[config.mk]
export PLATFORM = sky130hd
export DESIGN_NAME = ntt_out_reorder
export DESIGN_NICKNAME = d
export VERILOG_FILES = /design/src/rtl/ntt_pkg.sv /design/src/rtl/reorder_bank.sv /design/src/rtl/ntt_out_reorder.sv
export SDC_FILE = /design/constraint.sdc
export NUM_CORES = 1
export LEC_CHECK = 0
export CORE_UTILIZATION = 35
export DETAILED_ROUTE_END_ITERATION = 7
export SETUP_SLACK_MARGIN = 0.1
export SLEW_MARGIN = 0
export SYNTH_ARGS = -nofsm -noshare
export SYNTH_HDL_FRONTEND = slang
export SYNTH_SLANG_ARGS = --single-unit
[constraint.sdc]
create_clock -name clk -period 4.2 [get_ports clk]
set_input_delay 1.26 -clock clk [delete_from_list [all_inputs] [get_ports clk]]
set_output_delay 1.26 -clock clk [all_outputs]
set_load 0.03 [all_outputs]
[src/rtl/ntt_pkg.sv]
`default_nettype none
// ============================================================================
// Module      : ntt_pkg
// Description : Shared types and helpers for the NTT datapath blocks:
//               bank state encoding, coefficient pair type, bit reversal.
// Revision    : 1.0 - initial release
// ============================================================================

`ifndef DATA_WIDTH
`define DATA_WIDTH 16
`endif
`ifndef NTT_STAGE_CNT
`define NTT_STAGE_CNT 3
`endif

package ntt_pkg;

    // Lifecycle of one ping-pong buffer bank
    typedef enum logic [1:0] {
        EMPTY    = 2'd0,
        FILLING  = 2'd1,
        FULL     = 2'd2,
        DRAINING = 2'd3
    } bank_state_t;

    // One butterfly pair: [0] = a[r], [1] = a[r+P]
    typedef logic [`DATA_WIDTH-1:0] coef_pair_t [2];

    // Reverse the low 'width' bits of 'value'; upper bits return zero
    function automatic logic [31:0] bitrev(input logic [31:0] value, input int width);
        logic [31:0] result;
        result = '0;
        for (int i = 0; i < width; i++) begin
            result[5'(i)] = value[5'(width - 1 - i)];
        end
        return result;
    endfunction

endpackage

`default_nettype wire

[src/rtl/reorder_bank.sv]
`default_nettype none
// ============================================================================
// Module      : reorder_bank
// Description : Simple dual-port RAM holding one polynomial of coefficient
//               pairs; one write port, one read port, 1-cycle registered read.
// Revision    : 1.0 - initial release
// ============================================================================

module reorder_bank
    import ntt_pkg::*;
#(
    parameter int DATA_WIDTH = 16,
    parameter int ADDR_W     = 2
) (
    input  logic                    clk,
    input  logic                    wr_en,
    input  logic [ADDR_W-1:0]       wr_addr,
    input  logic [2*DATA_WIDTH-1:0] wr_data,
    input  logic                    rd_en,
    input  logic [ADDR_W-1:0]       rd_addr,
    output logic [2*DATA_WIDTH-1:0] rd_data
);

    localparam int DEPTH = 1 << ADDR_W;

    logic [2*DATA_WIDTH-1:0] r_mem [DEPTH];

    // Write port: contents are intentionally not reset
    always_ff @(posedge clk) begin
        if (wr_en) begin
            r_mem[wr_addr] <= wr_data;
        end
    end

    // Read port: data register holds its value until the next read
    always_ff @(posedge clk) begin
        if (rd_en) begin
            rd_data <= r_mem[rd_addr];
        end
    end

endmodule

`default_nettype wire

[src/rtl/ntt_out_reorder.sv]
`default_nettype none
// ============================================================================
// Module      : ntt_out_reorder
// Description : Ping-pong reorder buffer converting the NTT bit-reversed pair
//               stream into natural pair order over a valid/ready interface.
// Revision    : 1.0 - initial release
// ============================================================================

module ntt_out_reorder
    import ntt_pkg::*;
#(
    parameter int DATA_WIDTH = `DATA_WIDTH,
    parameter int STAGE_CNT  = `NTT_STAGE_CNT,
    parameter int ADDR_W     = STAGE_CNT - 1
) (
    input  logic                  clk,
    input  logic                  rst,
    input  logic                  in_en,
    input  logic [DATA_WIDTH-1:0] in [2],
    output logic                  out_valid,
    input  logic                  out_ready,
    output logic [DATA_WIDTH-1:0] out [2],
    output logic                  out_last,
    output logic                  overflow
);

    localparam logic [ADDR_W-1:0] C_LAST_ADDR = '1;

    bank_state_t             r_bank_state [2];
    bank_state_t             w_bank_next  [2];
    logic                    r_wr_bank;
    logic                    r_rd_bank;
    logic [ADDR_W-1:0]       r_wr_cnt;
    logic [ADDR_W-1:0]       r_rd_cnt;
    logic                    r_s1_valid;
    logic                    r_s1_last;
    logic                    r_s1_bank;
    logic                    r_out_valid;
    logic                    r_out_last;
    logic [DATA_WIDTH-1:0]   r_out [2];
    logic                    r_overflow;

    logic                    w_wr_accept;
    logic                    w_wr_wrap;
    logic                    w_rd_issue;
    logic                    w_rd_wrap;
    logic                    w_xfer;
    logic                    w_load;
    logic                    w_credit_ok;
    logic [ADDR_W-1:0]       w_wr_addr;
    logic [2*DATA_WIDTH-1:0] w_wr_data;
    logic [2*DATA_WIDTH-1:0] w_rd_data [2];
    logic [2*DATA_WIDTH-1:0] w_s1_data;

    // Accept only into a bank that is still collecting; a bank released this
    // cycle still reads DRAINING here, so same-cycle input is dropped.
    assign w_wr_accept = in_en && ((r_bank_state[r_wr_bank] == EMPTY) ||
                                   (r_bank_state[r_wr_bank] == FILLING));
    assign w_wr_wrap   = w_wr_accept && (r_wr_cnt == C_LAST_ADDR);
    assign w_wr_addr   = ADDR_W'(bitrev(32'(r_wr_cnt), ADDR_W));
    assign w_wr_data   = {in[1], in[0]};

    // Two pairs may be in flight (RAM read register + output register); a new
    // read is allowed unless both are occupied and nothing leaves this cycle.
    assign w_xfer      = r_out_valid && out_ready;
    assign w_credit_ok = !(r_s1_valid && r_out_valid && !w_xfer);
    assign w_rd_issue  = ((r_bank_state[r_rd_bank] == FULL) ||
                          (r_bank_state[r_rd_bank] == DRAINING)) && w_credit_ok;
    assign w_rd_wrap   = (r_rd_cnt == C_LAST_ADDR);
    assign w_load      = r_s1_valid && (!r_out_valid || out_ready);
    assign w_s1_data   = w_rd_data[r_s1_bank];

    for (genvar b = 0; b < 2; b++) begin : g_bank
        reorder_bank #(
            .DATA_WIDTH (DATA_WIDTH),
            .ADDR_W     (ADDR_W)
        ) u_ram (
            .clk     (clk),
            .wr_en   (w_wr_accept && (r_wr_bank == 1'(b))),
            .wr_addr (w_wr_addr),
            .wr_data (w_wr_data),
            .rd_en   (w_rd_issue && (r_rd_bank == 1'(b))),
            .rd_addr (r_rd_cnt),
            .rd_data (w_rd_data[b])
        );
    end

    // Bank state register
    always_ff @(posedge clk) begin
        if (rst) begin
            r_bank_state[0] <= EMPTY;
            r_bank_state[1] <= EMPTY;
        end else begin
            r_bank_state <= w_bank_next;
        end
    end

    // Bank next-state: writer and reader never touch the same bank
    always_comb begin
        w_bank_next = r_bank_state;
        if (w_wr_accept) begin
            if (w_wr_wrap) begin
                w_bank_next[r_wr_bank] = FULL;
            end else if (r_bank_state[r_wr_bank] == EMPTY) begin
                w_bank_next[r_wr_bank] = FILLING;
            end
        end
        if (w_rd_issue) begin
            if (w_rd_wrap) begin
                w_bank_next[r_rd_bank] = EMPTY;
            end else if (r_bank_state[r_rd_bank] == FULL) begin
                w_bank_next[r_rd_bank] = DRAINING;
            end
        end
    end

    // Write/read counters, bank pointers and sticky overflow flag
    always_ff @(posedge clk) begin
        if (rst) begin
            r_wr_cnt   <= '0;
            r_rd_cnt   <= '0;
            r_wr_bank  <= 1'b0;
            r_rd_bank  <= 1'b0;
            r_overflow <= 1'b0;
        end else begin
            if (w_wr_accept) begin
                r_wr_cnt <= r_wr_cnt + 1'b1;
                if (w_wr_wrap) begin
                    r_wr_bank <= ~r_wr_bank;
                end
            end
            if (in_en && !w_wr_accept) begin
                r_overflow <= 1'b1;
            end
            if (w_rd_issue) begin
                r_rd_cnt <= r_rd_cnt + 1'b1;
                if (w_rd_wrap) begin
                    r_rd_bank <= ~r_rd_bank;
                end
            end
        end
    end

    // Read-stage tracking and output register with stall hold
    always_ff @(posedge clk) begin
        if (rst) begin
            r_s1_valid  <= 1'b0;
            r_s1_last   <= 1'b0;
            r_s1_bank   <= 1'b0;
            r_out_valid <= 1'b0;
            r_out_last  <= 1'b0;
            r_out[0]    <= '0;
            r_out[1]    <= '0;
        end else begin
            if (w_rd_issue) begin
                r_s1_valid <= 1'b1;
                r_s1_last  <= w_rd_wrap;
                r_s1_bank  <= r_rd_bank;
            end else if (w_load) begin
                r_s1_valid <= 1'b0;
            end
            if (w_load) begin
                r_out_valid <= 1'b1;
                r_out_last  <= r_s1_last;
                r_out[0]    <= w_s1_data[DATA_WIDTH-1:0];
                r_out[1]    <= w_s1_data[2*DATA_WIDTH-1:DATA_WIDTH];
            end else if (w_xfer) begin
                r_out_valid <= 1'b0;
                r_out_last  <= 1'b0;
            end
        end
    end

    assign out_valid = r_out_valid;
    assign out_last  = r_out_last;
    assign out[0]    = r_out[0];
    assign out[1]    = r_out[1];
    assign overflow  = r_overflow;

endmodule

`default_nettype wire

==> metrics.txt, run 1 <==
Yosys warning count 0; commonest non-fill, non-tap cell in the layout edfxtp_1; sw power 0.001417 W; most frequent cells in the layout edfxtp_1 (352), clkdlybuf4s50_1 (70), mux4_2 (64), clkbuf_16 (37), nor2_1 (36); relative slew slack 16.27%; via/cell ratio 4.669; maximum VDD drop 226.5 uV; Nets 724; startpoint type of the worst setup path flop; global-route wire length before repair 36.66 mm; TritonCTS clock tree built; H-tree lvl count 2; DR pass1 iterations 7; antenna fix cells 0; R2R setup slack 2.01 ns; crit path from r_out[0][8]; fillers 3218; reg-to-reg startpoint r_rd_cnt[0]; Syn Area/Cell 22.68 um^2; CP Depth 1; Lkg Pwr 4.817 nW; Setup violations, final 0; crit end category output pin; setup TNS 0 ns; slowest CP cell clkdlybuf4s50_1; largest net degree at the start of global routing 67; combinational power share 3.0%; register area share after synthesis 81.49%; CP cell instances clkdlybuf4s50_1; synthesized area 13320 um^2; RR Endpoint g_bank[0].u_ram.rd_data[10]; post-cts sizing count 0; worst hold path type flop to flop; cells on worst reg2reg path 2; final hold violation count 0; # IOs 71; die width 197.0 um; gr ovfl total 0; dpl hpwl 14.24 mm; Hold Path Cell Cnt 2; Initial DRC Count 395; fmax 0.3444 GHz; vias in the first global route 5978; CORE AREA 37580 um^2; Max Cap Viol 0; Slew Limit Fails 0; Hold Crit Start r_s1_last; Worst-path clk slew 0.06 ns; routability cong. 0.6982; Overall Global Routing Usage 12.76%; Clock Root Buffer clkbuf_16; Starting Density 35.43%; Seq cells post-synth 366; Mapped Nets 628; crit path buf inv count 1; unrepaired setup endpoints after global routing no; Layout area overhead 18.42%; Pint 0.005896 W; Remaining DRCs 0; CTS buffer count 37; CP peak stage delay 0.71 ns; outcome finished clean; Clock Power Share 41.1%; height of the die 197.0 um; PortBufs 70; # clock sinks 366; Flop pwr share 55.9%; Core Rows 71; Hold Path Sink out_last; share of layout cells above drive strength 1 19.55%; worst hold slack 0.4738 ns; Sw Share 19.37%; critical path arrival 1.64 ns; Syn Inst Count 587; Clk Latency, worst-skew pair 0.51 ns; Worst Skew 0.01306 ns; full die area 38830 um^2; ANT nets after route 0; Tmin final 2.904 ns; Max Root-Sink Buffers 3; CP Max Fanout 1; crit share post-route 69.13%; drt total wl 24.23 mm; Power Dens Cells 463.8 nW/um^2; Worst Setup Path Type flop to output pin; Worst Path Required 2.94 ns; Netlist cell types 28; worst slew pin tran 1.256 ns; cell family with most CP delay buffers and inverters; CTS Hold Buffers Added 0; initial antenna violation count 0; WL/cell 19.91 um; Setup Buffers After CTS 0; via count 5682
==> synth_stat cells <==
| cell | n | area [um^2] |
|---|---|---|
| a21o_2 | 1 | 8.760 |
| a21oi_1 | 11 | 55.05 |
| a31oi_1 | 1 | 6.260 |
| a41oi_1 | 1 | 8.760 |
| and2_1 | 6 | 37.54 |
| and3b_1 | 2 | 17.52 |
| and4b_1 | 1 | 10.01 |
| buf_2 | 13 | 65.06 |
| buf_4 | 5 | 37.54 |
| buf_6 | 2 | 22.52 |
| clkbuf_1 | 5 | 18.77 |
| dfxtp_1 | 14 | 280.3 |
| edfxtp_1 | 352 | 10570 |
| ha_1 | 5 | 62.56 |
| inv_1 | 5 | 18.77 |
| mux2_2 | 2 | 22.52 |
| mux2i_1 | 34 | 340.3 |
| mux4_2 | 64 | 1441 |
| nand2_1 | 1 | 3.750 |
| nand2b_1 | 4 | 25.02 |
| nand3_1 | 6 | 30.03 |
| nand3b_1 | 2 | 15.01 |
| nor2_1 | 37 | 138.9 |
| nor2b_1 | 2 | 12.51 |
| nor3b_2 | 1 | 12.51 |
| o21a_1 | 1 | 7.510 |
| o21ai_0 | 8 | 40.04 |
| or3_1 | 1 | 6.260 |
==> worst max-delay path by stage <==
stage                                   endpoint
detailed placement  g_bank[0].u_ram.r_mem[2][10]
CTS                                      out[21]
finish                                   out[24]
floorplan             g_bank[0].u_ram.rd_data[0]
global placement    g_bank[0].u_ram.r_mem[2][10]
global route         g_bank[0].u_ram.r_mem[2][7]
==> flip-flops by register name (all words and copies together) (netlist names), 2 cells and up <==
register	cells
g_bank.u_ram.r_mem	256
g_bank.u_ram.rd_data	64
r_out	32
r_bank_state	2
r_rd_cnt	2
r_wr_cnt	2
==> power groups by stage <==
stage / logic, W / clock network [W] / registers (W)
2_1_floorplan: 0.0000769 / 0 / 0.00418
3_3_place_gp: 0.000219 / 0 / 0.00416
5_1_grt: 0.000237 / 0.00321 / 0.00409
3_5_place_dp: 0.000224 / 0 / 0.00417
4_1_cts: 0.000225 / 0.00308 / 0.00409
6_report: 0.000219 / 0.00301 / 0.00409
==> cell families (layout without fill, tap and decap cells) <==
logic type               Yosys count  count (layout)  synth area share [%]
AO/OA/AOI/OAI                     23              23                0.9491
adder cells (fa/ha/maj)            5               5                0.4698
buffers and inverters             30             149                 1.222
flip-flops                       366             366                 81.49
multiplexers                     100             100                 13.55
AND/OR/NAND/NOR                   63              63                 2.321
==> per-layer routing <==
metal  up-vias  GRT usage (%)  share of wire [%]
met5         -              0                  0
met4         0          3.560                1.9
met3        34          2.561                5.3
met2       121          21.62                 50
met1      2932          16.72                 43
li1       2595              -                  -
==> per-stage QoR <==
step	cell area (um^2)	power (W)	util, %	setup WS, ns	cells
final	15770	0.007313	41.96	1.296	1217
after global routing	15770	0.007540	41.96	1.214	1217
after CTS	15770	0.007397	41.96	1.273	1217
after detailed placement	14680	0.004390	39.06	0.7873	1155
after global placement	14680	0.004383	39.06	0.8188	1155
after floorplan	13320	0.004259	-	0.8678	587
==> area by class of cell <==
cell class | count | area (um^2) | area share, %
Sequential cell | 366 | 10860 | 68.87
Timing Repair Buffer | 82 | 840.8 | 5.332
Tap cell | 511 | 639.4 | 4.055
Clock inverter | 17 | 135.1 | 0.8570
Multi-Input combinational cell | 191 | 2318 | 14.70
Inverter | 5 | 18.77 | 0.1190
Clock buffer | 45 | 955.9 | 6.063
Note: power is estimated with default switching activity, not from simulation.
==> inputs of run 2 (changes only) <==
==> constraint.sdc (replaced) <==
create_clock -name clk -period 2.9 [get_ports clk]
set_input_delay 0.87 -clock clk [delete_from_list [all_inputs] [get_ports clk]]
set_output_delay 0.87 -clock clk [all_outputs]
set_load 0.03 [all_outputs]
==> run 2 against run 1 <==
Effect of this change:
- total power grew 45%
- clock skew is essentially flat
- final area grew 1.6%
- global-route usage shrank 0.18 points
- sequential power grew 45%
- sequential cell count is the same
- largest cell class unchanged
- final cell count grew 1.3%
- clock power grew 45%
==> metrics.txt, run 2 (synthesis gave the netlist of run 1 again) <==
antenna fix cells 0 (unchanged); relative slew slack 60.96% (+45 points); Worst-path clk slew 0.06 ns (about the same); CP Max Fanout 1 (unchanged); CP peak stage delay 0.71 ns (about the same); biggest regs g_bank.u_ram.r_mem: 256 flops, g_bank.u_ram.rd_data: 64 flops, r_out: 32 flops; # clock sinks 366 (unchanged); drt total wl 23.79 mm (-1.8%); Flop pwr share 55.7% (-0.2 points); crit path from r_out[0][6]; height of the die 197.0 um (unchanged); die width 197.0 um (unchanged); CTS Hold Buffers Added 0 (unchanged); critical path arrival 1.65 ns (about the same); Overall Global Routing Usage 12.58% (-0.18 points); via/cell ratio 4.660 (-0.19%); worst slew pin tran 0.5856 ns (-0.6703 ns); Power Dens Cells 663.1 nW/um^2 (+43%); R2R setup slack 1.12 ns (-0.89 ns); Clk Latency, worst-skew pair 0.51 ns (about the same); DR pass1 iterations 4 (-3); commonest non-fill, non-tap cell in the layout edfxtp_1; dpl hpwl 14.06 mm (-1.2%); maximum VDD drop 373.0 uV (+65%); CORE AREA 37580 um^2 (unchanged); Pint 0.008526 W (+45%); Clock Power Share 41.1% (about the same); crit path buf inv count 1 (unchanged); Setup Buffers After CTS 0 (unchanged); Initial DRC Count 336 (-15%); Top reg by flops g_bank.u_ram.r_mem; H-tree lvl count 2 (unchanged); initial antenna violation count 0 (unchanged); # IOs 71 (unchanged); Slew Limit Fails 0 (unchanged); Max Cap Viol 0 (unchanged); Layout area overhead 20.33%; combinational power share 3.2% (+0.2 points); CP Depth 1 (unchanged); global-route wire length before repair 36.36 mm (-0.83%); Nets 738 (+1.9%); CP cell instances clkdlybuf4s50_1; Core Rows 71 (unchanged); TritonCTS clock tree built; Worst Skew 0.01356 ns (+0.0004986 ns); post-cts sizing count 0 (unchanged); final hold violation count 0 (unchanged); largest net degree at the start of global routing 40 (-40%); via count 5746 (+1.1%); gr ovfl total 0 (unchanged); RR Endpoint g_bank[0].u_ram.rd_data[25]; Remaining DRCs 0 (unchanged); Starting Density 35.43% (unchanged); full die area 38830 um^2 (unchanged); cell family with most CP delay buffers and inverters; sw power 0.002097 W (+48%); Lkg Pwr 4.938 nW (+2.5%); share of layout cells above drive strength 1 21.88% (+2.3 points); Sw Share 19.74% (+0.37 points); Worst Path Required 2.03 ns (-0.91 ns); crit end category output pin; crit share post-route 86.89%; post-route core utilization 42.64% (+0.68 points); WL/cell 19.30 um (-3.1%); worst hold path type flop to flop; max FFs per register 256 (unchanged); CTS buffer count 37 (unchanged); most frequent cells in the layout edfxtp_1 (352), clkdlybuf4s50_1 (70), mux4_2 (64), clkbuf_16 (38), nor2_1 (36); startpoint type of the worst setup path flop; ANT nets after route 0 (unchanged); vias in the first global route 5950 (-0.47%); reg-to-reg startpoint r_rd_cnt[0]; Max Root-Sink Buffers 3 (unchanged); setup TNS 0 ns (unchanged); PortBufs 70 (unchanged); Setup violations, final 0 (unchanged); Worst Setup Path Type flop to output pin; fillers 3211 (-0.22%); fmax 0.3969 GHz; slowest CP cell clkdlybuf4s50_1; Clock Root Buffer clkbuf_16; outcome finished clean; Critical Path Sink out[22]; Tmin final 2.520 ns; routability cong. 0.7310 (+4.7%); cells on worst reg2reg path 2 (unchanged); worst hold slack 0.4683 ns (-0.005567 ns); unrepaired setup endpoints after global routing no
run 2: worst min path at each step:
stage	cells past startpoint	end	start	slack, ns
finish	2	out_last	r_s1_last	0.47
global route	2	out_last	r_s1_last	0.50
CTS	2	out_last	r_s1_last	0.47
detailed placement	2	out_last	r_s1_last	0.46
global placement	2	out_last	r_s1_last	0.46
floorplan	2	out_last	r_s1_last	0.44
run 2: layout make-up:
class	instances	area [um^2]	share of cell area [%]
clock inverter	22	151.4	0.9449
inverter	5	18.77	0.1171
clock buffer	42	965.9	6.029
sequential	366	10860	67.76
multi-input combinational	191	2318	14.47
timing repair buffer	96	1071	6.685
tap	511	639.4	3.991
run 2: through the flow:
step / worst slack, ns / area (um^2) / power [W] / std cells
6_report: 0.3803 / 16020 / 0.01062 / 1233
5_1_grt: 0.3513 / 16020 / 0.01099 / 1233
4_1_cts: 0.3666 / 16020 / 0.01075 / 1233
3_5_place_dp: 0.3304 / 14900 / 0.006376 / 1169
3_3_place_gp: 0.3431 / 14900 / 0.006368 / 1169
2_1_floorplan: 0.4868 / 13320 / 0.006168 / 587
run 2: layer usage:
metal / up-vias / wire (um) / track usage [%]
met5: - / 0 / 0
met4: 0 / 536 / 3.991
met3: 41 / 1058 / 2.544
met2: 127 / 11610 / 20.89
met1: 2953 / 10590 / 16.67
li1: 2625 / - / -
run 2: power groups by stage:
stage / registers (W) / clock network [W] / logic, W
2_1_floorplan: 0.00606 / 0 / 0.000111
3_3_place_gp: 0.00603 / 0 / 0.000343
3_5_place_dp: 0.00603 / 0 / 0.000348
4_1_cts: 0.00592 / 0.00449 / 0.000349
5_1_grt: 0.00592 / 0.00470 / 0.000368
6_report: 0.00592 / 0.00437 / 0.000341
